==> src/rtl/mem_ctrl.sv <==
// mem_ctrl: arbitrates LSB and instruction-fetch requests onto a byte-serial RAM/IO bus,
// streaming load bytes, assembling little-endian fetch words and sequencing stores.
module mem_ctrl #(
    parameter logic [31:0] IO_BASE = 32'h0003_0000
) (
    input  logic        clk,
    input  logic        rst,
    input  logic        rdy,
    input  logic        rollback_signal,
    input  logic        if_req,
    input  logic [31:0] if_addr,
    output logic        if_done,
    output logic [31:0] if_data,
    input  logic        ena_from_lsb,
    input  logic        wr_from_lsb,
    input  logic [31:0] addr_from_lsb,
    input  logic [2:0]  len_from_lsb,
    input  logic [31:0] wdata_from_lsb,
    output logic        rdy_2lsb,
    output logic [7:0]  data_2lsb,
    input  logic [7:0]  mem_din,
    output logic [7:0]  mem_dout,
    output logic [31:0] mem_a,
    output logic        mem_wr,
    input  logic        io_buffer_full
);
    typedef enum logic [2:0] {IDLE, IF_RD, LS_RD, LS_WR, WAIT} state_t;
    state_t      state, state_n;
    logic [31:0] base, base_n, wdata, wdata_n, a_n, fw_n, wsh;
    logic [2:0]  len, len_n, cnt, cnt_n, nxt;
    logic [7:0]  dout_n, d_n;
    logic        wr_r, wr_n, ack_n, done_n;
    assign nxt = cnt + 3'd1;
    assign wsh = wdata >> {nxt, 3'b000};
    // A write only reaches the bus when enabled and, for IO addresses, when the sink has room
    assign mem_wr = wr_r && rdy && !(mem_a >= IO_BASE && io_buffer_full);
    always_ff @(posedge clk or negedge rst) begin
        if (!rst) begin
            state     <= IDLE;
            base      <= '0;
            len       <= '0;
            wdata     <= '0;
            cnt       <= '0;
            mem_a     <= '0;
            mem_dout  <= '0;
            wr_r      <= 1'b0;
            rdy_2lsb  <= 1'b0;
            data_2lsb <= '0;
            if_done   <= 1'b0;
            if_data   <= '0;
        end else if (rdy) begin
            state     <= state_n;
            base      <= base_n;
            len       <= len_n;
            wdata     <= wdata_n;
            cnt       <= cnt_n;
            mem_a     <= a_n;
            mem_dout  <= dout_n;
            wr_r      <= wr_n;
            rdy_2lsb  <= ack_n;
            data_2lsb <= d_n;
            if_done   <= done_n;
            if_data   <= fw_n;
        end
    end
    always_comb begin
        state_n = state;
        base_n  = base;
        len_n   = len;
        wdata_n = wdata;
        cnt_n   = cnt;
        a_n     = mem_a;
        dout_n  = mem_dout;
        wr_n    = wr_r;
        ack_n   = 1'b0;
        d_n     = data_2lsb;
        done_n  = 1'b0;
        fw_n    = if_data;
        case (state)
            IDLE: if (!rollback_signal && (ena_from_lsb || if_req)) begin
                base_n  = ena_from_lsb ? addr_from_lsb : if_addr;
                len_n   = ena_from_lsb ? len_from_lsb : 3'd4;
                wdata_n = wdata_from_lsb;
                cnt_n   = '0;
                a_n     = base_n;
                wr_n    = ena_from_lsb && wr_from_lsb;
                dout_n  = wr_n ? wdata_from_lsb[7:0] : mem_dout;
                state_n = !ena_from_lsb ? IF_RD : wr_from_lsb ? LS_WR : LS_RD;
            end
            // cnt counts cycles since accept: byte cnt-1 arrives on mem_din, pulse lands at len+1
            IF_RD, LS_RD: if (rollback_signal) state_n = WAIT;
            else begin
                cnt_n = nxt;
                if (nxt < len) a_n = base + 32'(nxt);
                if (cnt != 3'd0 && cnt <= len) begin
                    if (state == IF_RD) begin
                        fw_n   = {mem_din, if_data[31:8]};
                        done_n = cnt == len;
                    end else begin
                        ack_n = 1'b1;
                        d_n   = mem_din;
                    end
                end
                if (cnt == len + 3'd1) state_n = WAIT;
            end
            LS_WR: if (cnt == len) state_n = WAIT;
            else if (mem_wr) begin
                ack_n = 1'b1;
                cnt_n = nxt;
                if (nxt < len) begin
                    a_n    = base + 32'(nxt);
                    dout_n = wsh[7:0];
                end else wr_n = 1'b0;
            end
            default: state_n = IDLE;
        endcase
    end
endmodule

==> config.mk <==
export PLATFORM = sky130hd
export DESIGN_NAME = mem_ctrl
export DESIGN_NICKNAME = d
export VERILOG_FILES = /design/src/rtl/mem_ctrl.sv
export SDC_FILE = /design/constraint.sdc
export NUM_CORES = 1
export LEC_CHECK = 0
export BUFFER_PORTS_ARGS = -buffer_cell sky130_fd_sc_hd__buf_2
export CORE_MARGIN = 2
export CORE_UTILIZATION = 50
export DETAILED_ROUTE_END_ITERATION = 10
export HOLD_SLACK_MARGIN = 0.03
export PLACE_DENSITY = 0.86
export SLEW_MARGIN = 20
export SYNTH_ARGS = -nofsm -noshare
export SYNTH_HDL_FRONTEND = slang
export SYNTH_SLANG_ARGS = --single-unit
export TNS_END_PERCENT = 100
==> constraint.sdc <==
create_clock -name clk -period 6.8 [get_ports clk]
set_clock_uncertainty 0.15 [all_clocks]
set_input_delay 0.34 -clock clk [delete_from_list [all_inputs] [get_ports clk]]
set_output_delay 0.34 -clock clk [all_outputs]
set_load 0.01 [all_outputs]
Word-level counts from Yosys, hierarchy flattened
Cells that the tools add are included.
- bits in registers: 156
- word-level logic and storage cells: 97
- $add $sub $neg: 3
- magnitude comparators: 3
- equal/unequal tests: 14
- shift-type cells: 1
- multiplexer cells: 41
- bitwise logic cells: 2
- reductions and logical operators: 21
- operators by type and width (kind ; count):
    $mux W32 ; 6
    $pmux W32 S3 ; 1
    $mux W8 ; 5
    $add A32 B3 Y32 ; 1
    $ge A32 B18 Y1 const B ; 1
    $shr A32 B6 Y8 ; 1
    $mux W3 ; 9
    $pmux W3 S3 ; 2
    $ne A2 B2 Y1 const B ; 8
    $pmux W8 S2 ; 1
    $mux W1 ; 14
    $reduce_and A6 Y1 ; 2
    $reduce_and A5 Y1 ; 2
    $reduce_and A7 Y1 ; 1
    $add A3 B1 Y3 const B ; 2
    $eq A3 B2 Y1 const B ; 2
    $eq A3 B3 Y1 ; 2
    $logic_and A1 B1 Y1 ; 6
    $reduce_bool A3 Y1 ; 2
    $pmux W1 S2 ; 2
    $reduce_and A4 Y1 ; 1
    $eq A3 B1 Y1 const B ; 1
    $le A3 B3 Y1 ; 1
    $logic_not A3 Y1 ; 1
    other kinds (9) ; 11

Depth between registers and ports, before layout
Gate-level depths: netlist (run 1).
- word-level depth: 7
- gate-level depth with buffers: 10
- depth with buffers taken out: 8

Least setup slack after synthesis (run 1)
No wires, ideal clock.
- kind: reg2reg
- start point: register cnt[0]
- end point: register mem_a[10]
- data arrival time: 3075 ps
- required time: 6525 ps
- slack: 3450 ps
- stages on the path, launching flop included: 11
- cells stage by stage: dfrtp_1 -> buf_1 -> inv_1 -> ha_1 -> ha_1 -> nor2b_1 -> o21ai_0 -> a21oi_1 -> nor3_1 -> buf_2 -> mux2_2
- cells in the longest elaborated chain, start to end: 6
- elaborated cells on any way between the ends: 11
- classes of those cells: add/sub (2); order compare (1); eq/ne (2); mux (5); reduce/logical (1)
- ends and longest elaborated chain (item ; line ; RTL):
    from (decl) ; 30 ; logic [2:0] len, len_n, cnt, cnt_n, nxt;
    from (signal assigned) ; 56 ; cnt <= cnt_n;
    $add A3 B1 Y3 ; 33 ; assign nxt = cnt + 3'd1;
    $add A32 B3 Y32 or $lt A3 B3 Y1 (tied branches) ; 94, 111, 110 ;
    $mux W32 ; 94, 110 ;
    $mux W32 ; 107 ; else if (mem_wr) begin
    $mux W32 ; 106 ; LS_WR: if (cnt == len) state_n = WAIT;
    $pmux W32 S3 ; 79 ; case (state)
    to (signal assigned) ; 57 ; mem_a <= a_n;
    to (decl) ; 23 ; output logic [31:0] mem_a,
Parallel ways exist; a longest one is shown, timed or not. The select of a mux whose other input is x is not followed.
A chain may end at the register's enable or synchronous reset.

Final worst setup path (run 1)
- start point: register cnt[0]
- end point: register mem_dout[3]
- cells in the longest elaborated chain, start to end: 6
- elaborated cells on any way between the ends: 11
- classes of those cells: add/sub (1); order compare (1); eq/ne (3); shift (1); mux (4); reduce/logical (1)
- ends and longest elaborated chain (item ; line ; RTL):
    $add A3 B1 Y3 ; 33 ;
    $shr A32 B6 Y8 ; 34 ; assign wsh = wdata >> {nxt, 3'b000};
    $mux W8 ; 110 ; if (nxt < len) begin
    $mux W8 ; 107 ;
    $mux W8 ; 106 ;
    $pmux W8 S2 ; 79 ;
    to (signal assigned) ; 58 ; mem_dout <= dout_n;
    to (decl) ; 22 ; output logic [7:0] mem_dout,
Parallel ways exist; a longest one is shown, timed or not. The select of a mux whose other input is x is not followed.

==> impl_metrics.toml, run 1 <==
[cts]
ctsResizeCount = 0
cts_sinks = 156
cts_buffer_depth = 2
clk_pin_slew_ns = 0.06
cts_made_buffers = 17
cts-root-buf = "clkbuf_16"
clock_latency_ns = 0.43
cts_htree_levels = 4
cts_tree = "done"

[yosys]
yosys.area.top_type = "dfrtp_1"
syn_inst = 699
yosysWarnings = 0
synthTopCellsByCount = "dfrtp_1, mux2_2, nand2_1"
syn_area_sq_um = 7980
yosysTopAreaCellShare = 0.489
synth-edff-count = 0
yosysUniqueCellTypes = 52
ys.flop_type = "dfrtp_1"
syn-num-nets = 827
async_reset_ff_frac = 1.00
seq_area_frac_synth = 0.489
yosys-top-cells-area = "dfrtp_1, mux2_2, mux2i_1"
post-synth-top-count-cell = "dfrtp_1"
synth-seq-cells = 156
syn-mean-instance-area_sq_um = 11.4

[grt]
grt_pass1_wl_um = 34100
grt_pass1_vias = 6599
gr-usage-met3 = 0.0541
grt_max_degree = 91
use_met2 = 0.420
grt_overflow = 0
top_usage_layer = "met2"
grt.total_usage = 0.262
antenna_found_initial = 1
grtUsageMet1 = 0.340

[routing]
drt_wl_total_um = 21600
antenna_left = 0
drcViolationCount = 0
wl_per_cell_um = 18.8
avgViaCountPerCell = 5.71
vias = 6567
drtIter0Drc = 467
drt_first_pass_iters = 5

[die]
initial_core_util = 0.508
die_w_um = 130
dieArea_sq_um = 17000
rows = 46
core_area_sq_um = 15700
io_pins = 198
die_h_um = 130

[pwr]
cellLeakagePower_nw = 4.96
total_power_w = 0.00447
ir_worst_vdd_mv = 0.245
p_sw_w = 0.00170
cellPowerDensity_nw_per_um2 = 439
p_comb_frac = 0.390
seq_power_share = 0.386
power.internal_w = 0.00277
clockPowerShare = 0.224
netSwitchingFraction = 0.381

[sta]
fin_hold_ws_ns = 0.0490
hold_violations = 0
setup_viol = 0
min_period_ns = 4.05
slew_headroom = 0.285
layout_setup_ws_ns = 2.75
worst_pin_slew_ns = 1.06
setup_tns_ns = 0
grt_setup_unrepaired = "false"
max_freq_ghz = 0.247
period_share = 0.596
report.final.slew_viol_count = 0

[worst_setup_path]
startpoint_type = "register"
critPathArrivalTime_ns = 4.21
worstReg2RegEnd = "mem_dout[3]$_DFFE_PN0P_"
cp.required_ns = 6.96
crit_family = "compound AO/OA/AOI/OAI gates"
crit_buf_inv = 1
crit_type = "reg -> reg"
cp-end-kind = "register"
cpMostUsedCell = "ha_1"
r2r-start = "cnt[0]$_DFFE_PN0P_"
crit_fanout = 13
reg2reg_setup_slack_ns = 2.75
cp_slowest_cell = "dfrtp_1"
crit_chain = "inv_1 -> ha_1 -> ha_1 -> nor2b_1 -> o21ai_0 -> a21oi_1 -> a2111oi_4 -> mux2_2"
worst_path_largest_cell_delay_ns = 0.78
ff2ff_path_depth = 8

[finish]
nets = 1049
syn2layout_area_growth_pct = 27.7
drive_gt1_frac = 0.391
regArea_sq_um = 3900
multi_input_area_sq_um = 3880
fillers = 1207

[placement]
hpwlAfterDp_um = 14100
place_ws_ns = 2.53
port_buffers = 197
gp_routability_congestion = 0.837

[min_path]
min_from = "wdata_from_lsb[4]"
min_to = "wdata[4]$_DFFE_PN0P_"
hold_depth = 2
hold_path_class = "in -> reg"

[status]
status = "completed"

[job]
cap_viol_max_count = 0
-- flip-flops by register name, indices dropped and copies added, names as in the netlist, 3 cells and up --
name and cells:
data_2lsb 8, cnt 3, mem_dout 8, if_data 32
wdata 32, mem_a 32, state 3, len 3
base 32
-- worst reg2reg max path: stages, from the launching register on --
cell	delay, ns
dfrtp_1	0.78
inv_1	0.20
ha_1	0.72
ha_1	0.34
nor2b_1	0.12
o21ai_0	0.27
a21oi_1	0.20
a2111oi_4	0.73
mux2_2	0.42
-- logic make-up after synthesis --
family / share of synthesized area
and+or+nand+nor: 0.105
DFF: 0.489
AOI/OAI and AO/OA: 0.127
muxes: 0.211
buffers and inverters: 0.0285
xor gates and xnor gates: 0.0176
adders and majority gates: 0.0213
-- worst max path at each step --
stage | start | endpoint | depth (start not counted)
final | cnt[0]$_DFFE_PN0P_ | mem_dout[3]$_DFFE_PN0P_ | 8
after global routing | cnt[0]$_DFFE_PN0P_ | mem_dout[3]$_DFFE_PN0P_ | 8
after CTS | cnt[0]$_DFFE_PN0P_ | mem_a[20]$_DFFE_PN0P_ | 8
after detailed placement | cnt[0]$_DFFE_PN0P_ | mem_a[20]$_DFFE_PN0P_ | 8
after global placement | cnt[0]$_DFFE_PN0P_ | mem_a[22]$_DFFE_PN0P_ | 8
after floorplan | cnt[0]$_DFFE_PN0P_ | mem_a[10]$_DFFE_PN0P_ | 10
-- cell type report --
type	count	share of cell area
flip-flops and latches	156	0.383
multi-input cells	485	0.381
repair buffers	244	0.142
clock buffers	18	0.0431
well taps	216	0.0265
clock inverters	14	0.0179
inverters	17	0.00626
diodes	1	0.000246
-- power by group through the flow --
stage | clock network, W | logic, W | registers [W]
detailed placement | 0 | 0.00168 | 0.00171
finish | 0.00100 | 0.00174 | 0.00172
global placement | 0 | 0.00162 | 0.00168
floorplan | 0 | 0.00113 | 0.00167
CTS | 0.00101 | 0.00172 | 0.00170
global route | 0.00106 | 0.00191 | 0.00177
-- metal layers --
| layer | part of all wire | wire length (um) |
|---|---|---|
| met2 | 0.50 | 10800 |
| met5 | 0.00060 | 13 |
| met3 | 0.058 | 1260 |
| met1 | 0.40 | 8730 |
| met4 | 0.040 | 876 |
-- stage by stage --
stage                     instance area (sq um)  utilization  std cells
final                                     10200        0.649       1151
after global routing                      10200        0.648       1150
after CTS                                 10200        0.648       1150
after detailed placement                   9160        0.583       1078
after global placement                     9160        0.583       1078
after floorplan                            7980            -        699
-- placed cells by master (no fill, tap or decap), types with 11 or more instances in the layout --
| cell type | instances |
|---|---|
| buf_2 | 196 |
| dfrtp_1 | 156 |
| mux2_2 | 98 |
| nand2_1 | 70 |
| o21ai_0 | 61 |
| mux2i_1 | 40 |
| dlygate4sd3_1 | 40 |
| inv_1 | 17 |
| clkbuf_16 | 17 |
| o31ai_1 | 13 |
| nor2_1 | 12 |
| o31a_1 | 12 |
| ha_1 | 12 |
| nand3_1 | 11 |
| nand4_1 | 11 |
-- repair_timing --
item,in CTS,in global routing
endpoints found under the setup margin,0,0
hold buffers,40,0
setup buffers,0,0
endpoints found under the hold margin,136,0
No activity file was read; power rests on OpenSTA's default activity.
==> run 2: changes to the inputs <==
- ABC_AREA: default -> 1
- CORE_UTILIZATION: 50 -> 49
- PLACE_DENSITY: 0.86 -> 0.87
- clock period: 6.8 -> 3.7 ns (I/O delays scaled with it)
==> impl_metrics.toml, run 2 <==
[grt]
grt.total_usage = 0.295
grt_pass1_vias = 8738
antenna_found_initial = 0
grt_pass1_wl_um = 42100
grt_overflow = 0
grt_max_degree = 107

[finish]
drive_gt1_frac = 0.173
mostFrequentLayoutCells = "nand2_1, buf_2, dfrtp_1"
nets = 1577
antennaDiodeCount = 0
final_core_util = 0.678
syn2layout_area_growth_pct = 35.7
final_common_cell = "nand2_1"
final_cells = 1682

[worst_setup_path]
crit_fanout = 29
crit_type = "reg -> reg"
cp-end-kind = "register"
critPathArrivalTime_ns = 3.34
cp.required_ns = 3.88
startpoint_type = "register"

[yosys]
yosys.area.top_type = "dfrtp_1"
async_reset_ff_frac = 1.00
syn_area_sq_um = 8260
syn_inst = 1151
yosysUniqueCellTypes = 35
ys.flop_type = "dfrtp_1"
synth-edff-count = 0
synthTopCellsByCount = "nand2_1, dfrtp_1, o21ai_0"
post-synth-top-count-cell = "nand2_1"
yosysTopAreaCellShare = 0.473
yosys-top-cells-area = "dfrtp_1, nand2_1, o21ai_0"
yosysWarnings = 0
synth-seq-cells = 156
syn-mean-instance-area_sq_um = 7.17
seq_area_frac_synth = 0.473
syn-num-nets = 1279

[routing]
drtIter0Drc = 739
drt_first_pass_iters = 5
wl_met3_um = 1760
drcViolationCount = 0
top_layer_used = "met4"
wl_per_cell_um = 15.4
wl_met1_um = 10700
drt_wl_total_um = 26000
vias = 8782
avgViaCountPerCell = 5.22
antenna_left = 0
wl_met2_um = 12600

[cts]
cts_buffer_depth = 2
cts_htree_levels = 4
clk_pin_slew_ns = 0.07
cts_sinks = 156
ctsResizeCount = 0
clock_latency_ns = 0.44
cts-root-buf = "clkbuf_16"
cts_made_buffers = 17
cts_setup_buffers = 0
cts_tree = "done"

[sta]
max_freq_ghz = 0.316
setup_viol = 0
report.final.slew_viol_count = 0
worst_pin_slew_ns = 1.04
grt_setup_unrepaired = "false"
slew_headroom = 0.302
period_share = 0.855
hold_violations = 0
fin_hold_ws_ns = 0.0477
setup_tns_ns = 0
min_period_ns = 3.16

[pwr]
ir_worst_vdd_mv = 0.443
total_power_w = 0.00808
cellPowerDensity_nw_per_um2 = 722
cellLeakagePower_nw = 5.95

[job]
cap_viol_max_count = 0

[min_path]
hold_path_class = "in -> reg"

[die]
dieArea_sq_um = 17900
core_area_sq_um = 16500
rows = 47
initial_core_util = 0.500
die_h_um = 134
die_w_um = 134
io_pins = 198

[placement]
hpwlAfterDp_um = 16300
gp_routability_congestion = 0.937
port_buffers = 197
dp_cells = 1529

[status]
status = "completed"
[run 2: cell count changes after synthesis, sizes merged, moves of 37 or more]
| cell | change |
|---|---|
| mux2 | -98 |
| inv | +55 |
| o21ai | +58 |
| nor2 | +84 |
| nand2 | +446 |
| mux2i | -37 |
| nand3 | +57 |
[run 2: metal layers]
layer | vias to the layer above | track usage
met1 | 4071 | 0.365
met4 | 0 | 0.138
li1 | 4259 | -
met5 | - | 0
met2 | 382 | 0.501
met3 | 70 | 0.0571
[run 2: timing repair]
action	in CTS	in global routing
hold buffers	120	0
hold endpoints to repair	208	0
endpoints found under the setup margin	0	0
[run 2: kinds of logic (layout without fill, tap and decap cells)]
family | Yosys count | in the layout | share of synthesized area
buffers and inverters | 120 | 431 | 0.0591
and+or+nand+nor | 690 | 690 | 0.331
DFF | 156 | 156 | 0.473
muxes | 3 | 3 | 0.00364
AOI/OAI and AO/OA | 160 | 160 | 0.103
xor gates and xnor gates | 9 | 9 | 0.00955
adders and majority gates | 13 | 13 | 0.0206
[run 2: layout make-up]
class                           instances  area (sq um)
Multi-Input combinational cell        875          3870
Tap cell                              220           275
Timing Repair Buffer                  327          2300
Inverter                               72           270
Fill cell                            1341          5330
Clock buffer                           17           425
Sequential cell                       156          3900
Clock inverter                         15           153
[run 2: critical path: stages (launching register included)]
cell and delay [ns]:
dfrtp_1 0.64, inv_1 0.13, ha_1 0.42, ha_1 0.31, inv_1 0.05, o21ai_0 0.06
a21oi_1 0.20, inv_1 0.06, nand2_1 0.07, nand3_2 0.37, buf_4 0.39, nand2_1 0.11
nand2_1 0.06
[run 2: report_power, final]
group | leakage [nW] | switching [W] | internal [W] | total [W]
Sequential | 1.99 | 0.000582 | 0.00239 | 0.00298
Clock | 0.274 | 0.000817 | 0.000896 | 0.00171
Combinational | 3.69 | 0.00213 | 0.00127 | 0.00339
[run 2: final timing paths]
path                                   startpoint                endpoint  slack, ns  depth (start not counted)
setup / recovery               cnt[0]$_DFFE_PN0P_   mem_a[30]$_DFFE_PN0P_       0.54                         12
hold reg to reg            if_data[7]$_DFFE_PN0P_  if_data[7]$_DFFE_PN0P_       0.32                          2
max in group asynchronous                     rst     if_done$_DFFE_PN0P_       2.64                          3
setup reg to reg               cnt[0]$_DFFE_PN0P_   mem_a[30]$_DFFE_PN0P_       0.54                         12
min in group asynchronous                     rst    base[10]$_DFFE_PN0P_       0.06                          2
hold / removal                  addr_from_lsb[29]   mem_a[29]$_DFFE_PN0P_       0.05                          7
[run 2: metrics by stage]
step,instance area (sq um),setup WS (ns)
6_report,11200,0.537
5_1_grt,11200,0.271
4_1_cts,11200,0.604
3_5_place_dp,9390,0.626
3_3_place_gp,9390,0.738
2_1_floorplan,8260,1.12
==> run 3: changes to the inputs <==
- CORE_MARGIN: 2 -> default
- HOLD_SLACK_MARGIN: 0.03 -> 0.12
==> impl_metrics.toml, run 3 (same netlist as run 2, synthesis figures left out) <==
[status]
status = "completed"

[die]
die_h_um = 132
die_w_um = 132
io_pins = 198
dieArea_sq_um = 17400
core_area_sq_um = 16500
rows = 47
initial_core_util = 0.500

[finish]
nets = 1580
mostFrequentLayoutCells = "nand2_1, buf_2, dfrtp_1"
syn2layout_area_growth_pct = 36.2
final_cells = 1685
fillers = 1391
drive_gt1_frac = 0.172
final_common_cell = "nand2_1"
antennaDiodeCount = 0

[worst_setup_path]
worst_path_largest_cell_delay_ns = 0.56
cp-end-kind = "register"
startpoint_type = "register"
cp.required_ns = 3.88
crit_type = "reg -> reg"
cpMostUsedCell = "nand2_1"
ff2ff_path_depth = 15
r2r-start = "cnt[0]$_DFFE_PN0P_"
worstReg2RegEnd = "mem_a[26]$_DFFE_PN0P_"
critPathArrivalTime_ns = 3.19
reg2reg_setup_slack_ns = 0.68
crit_chain = "inv_1 -> buf_4 -> ha_1 -> fa_1 -> nand2_1 -> nand2_1 -> nand2_1 -> nor2_1 -> nand2_1 -> nand2_1 -> nand2_1 -> nand2_1 -> nand2_1 -> nand2_1 -> nand2_1"
crit_fanout = 22
cp_slowest_cell = "dfrtp_1"

[routing]
avgViaCountPerCell = 5.21
drtIter0Drc = 831
antenna_left = 0
drt_wl_total_um = 25600
vias = 8778
drt_first_pass_iters = 5
drcViolationCount = 0
wl_per_cell_um = 15.2

[sta]
period_share = 0.816
max_freq_ghz = 0.331
hold_violations = 0
slew_headroom = 0.289
setup_viol = 0
grt_setup_unrepaired = "false"
setup_tns_ns = 0
min_period_ns = 3.02
worst_pin_slew_ns = 1.06
report.final.slew_viol_count = 0

[min_path]
hold_depth = 5
min_to = "mem_a[15]$_DFFE_PN0P_"
min_from = "addr_from_lsb[15]"
hold_path_class = "in -> reg"

[placement]
hpwlAfterDp_um = 16000
port_buffers = 197
gp_routability_congestion = 0.930
dp_cells = 1529

[cts]
clock_latency_ns = 0.44
clk_pin_slew_ns = 0.07
cts-root-buf = "clkbuf_16"
cts_htree_levels = 4
cts_buffer_depth = 2
cts_sinks = 156
cts_tree = "done"
cts_made_buffers = 17
cts_setup_buffers = 0

[grt]
grt_pass1_wl_um = 42200
grt.total_usage = 0.305
grt_pass1_vias = 8716
grt_overflow = 0
grt_max_degree = 102
antenna_found_initial = 0

[pwr]
cellPowerDensity_nw_per_um2 = 727
ir_worst_vdd_mv = 0.439
cellLeakagePower_nw = 5.97

[job]
cap_viol_max_count = 0
[run 3: changes by cell type in the layout (fill, tap and decap cells not counted), sizes merged]
cell         delta
dlygate4sd3     +4
bufinv          +2
clkinv          -2
buf             -1
clkbuf          +1
clkinvlp        -1
[run 3: worst max path at each step]
| stage | startpoint | end | slack (ns) |
|---|---|---|---|
| 4_1_cts | cnt[0]$_DFFE_PN0P_ | mem_a[8]$_DFFE_PN0P_ | 0.71 |
| 3_5_place_dp | cnt[0]$_DFFE_PN0P_ | mem_a[8]$_DFFE_PN0P_ | 0.74 |
| 6_report | cnt[0]$_DFFE_PN0P_ | mem_a[26]$_DFFE_PN0P_ | 0.68 |
| 2_1_floorplan | cnt[0]$_DFFE_PN0P_ | mem_a[25]$_DFFE_PN0P_ | 1.12 |
| 5_1_grt | cnt[0]$_DFFE_PN0P_ | mem_a[8]$_DFFE_PN0P_ | 0.37 |
| 3_3_place_gp | cnt[0]$_DFFE_PN0P_ | mem_a[5]$_DFFE_PN0P_ | 0.88 |
[run 3: per-stage QoR]
stage                      util  setup slack (ns)  instance area (sq um)  total power [W]  hold slack (ns)
final                     0.681             0.683                  11200          0.00817            0.152
after detailed placement  0.568             0.736                   9390          0.00611           0.0602
after floorplan               -              1.12                   8260          0.00503           -0.261
after global placement    0.568             0.876                   9390          0.00599           0.0527
after CTS                 0.681             0.710                  11200          0.00813            0.123
after global routing      0.681             0.370                  11200          0.00878            0.182
[run 3: final cells by class]
| type | count | area [sq um] | share of cell area |
|---|---|---|---|
| Clock buffer | 18 | 439 | 0.0391 |
| Clock inverter | 14 | 173 | 0.0154 |
| Inverter | 72 | 270 | 0.0240 |
| Multi-Input combinational cell | 875 | 3870 | 0.344 |
| Sequential cell | 156 | 3900 | 0.347 |
| Tap cell | 220 | 275 | 0.0245 |
| Timing Repair Buffer | 330 | 2310 | 0.206 |
[run 3: where the power goes]
group	switching (W)	total, W	internal, W
Combinational	0.00210	0.00337	0.00127
Sequential	0.000585	0.00298	0.00240
Clock	0.000785	0.00183	0.00104
[run 3: timing repair]
item / in CTS / in global routing
hold buffers: 124 / 0
hold endpoints to repair: 187 / 0
gates resized for setup: 0 / 0
[run 3: worst max-delay path, delay by kind of cell, from the launching register on]
family,cells,cell delay [ns]
buf+inv,2,0.48
fa+ha+maj,2,0.53
flops,1,0.56
simple gates,11,1.19
[run 3: layer usage]
layer,track usage,up-vias,part of all wire
met1,0.374,4105,0.41
met4,0.135,0,0.035
met3,0.0488,67,0.061
met5,0,-,0
met2,0.532,348,0.50
li1,-,4258,-
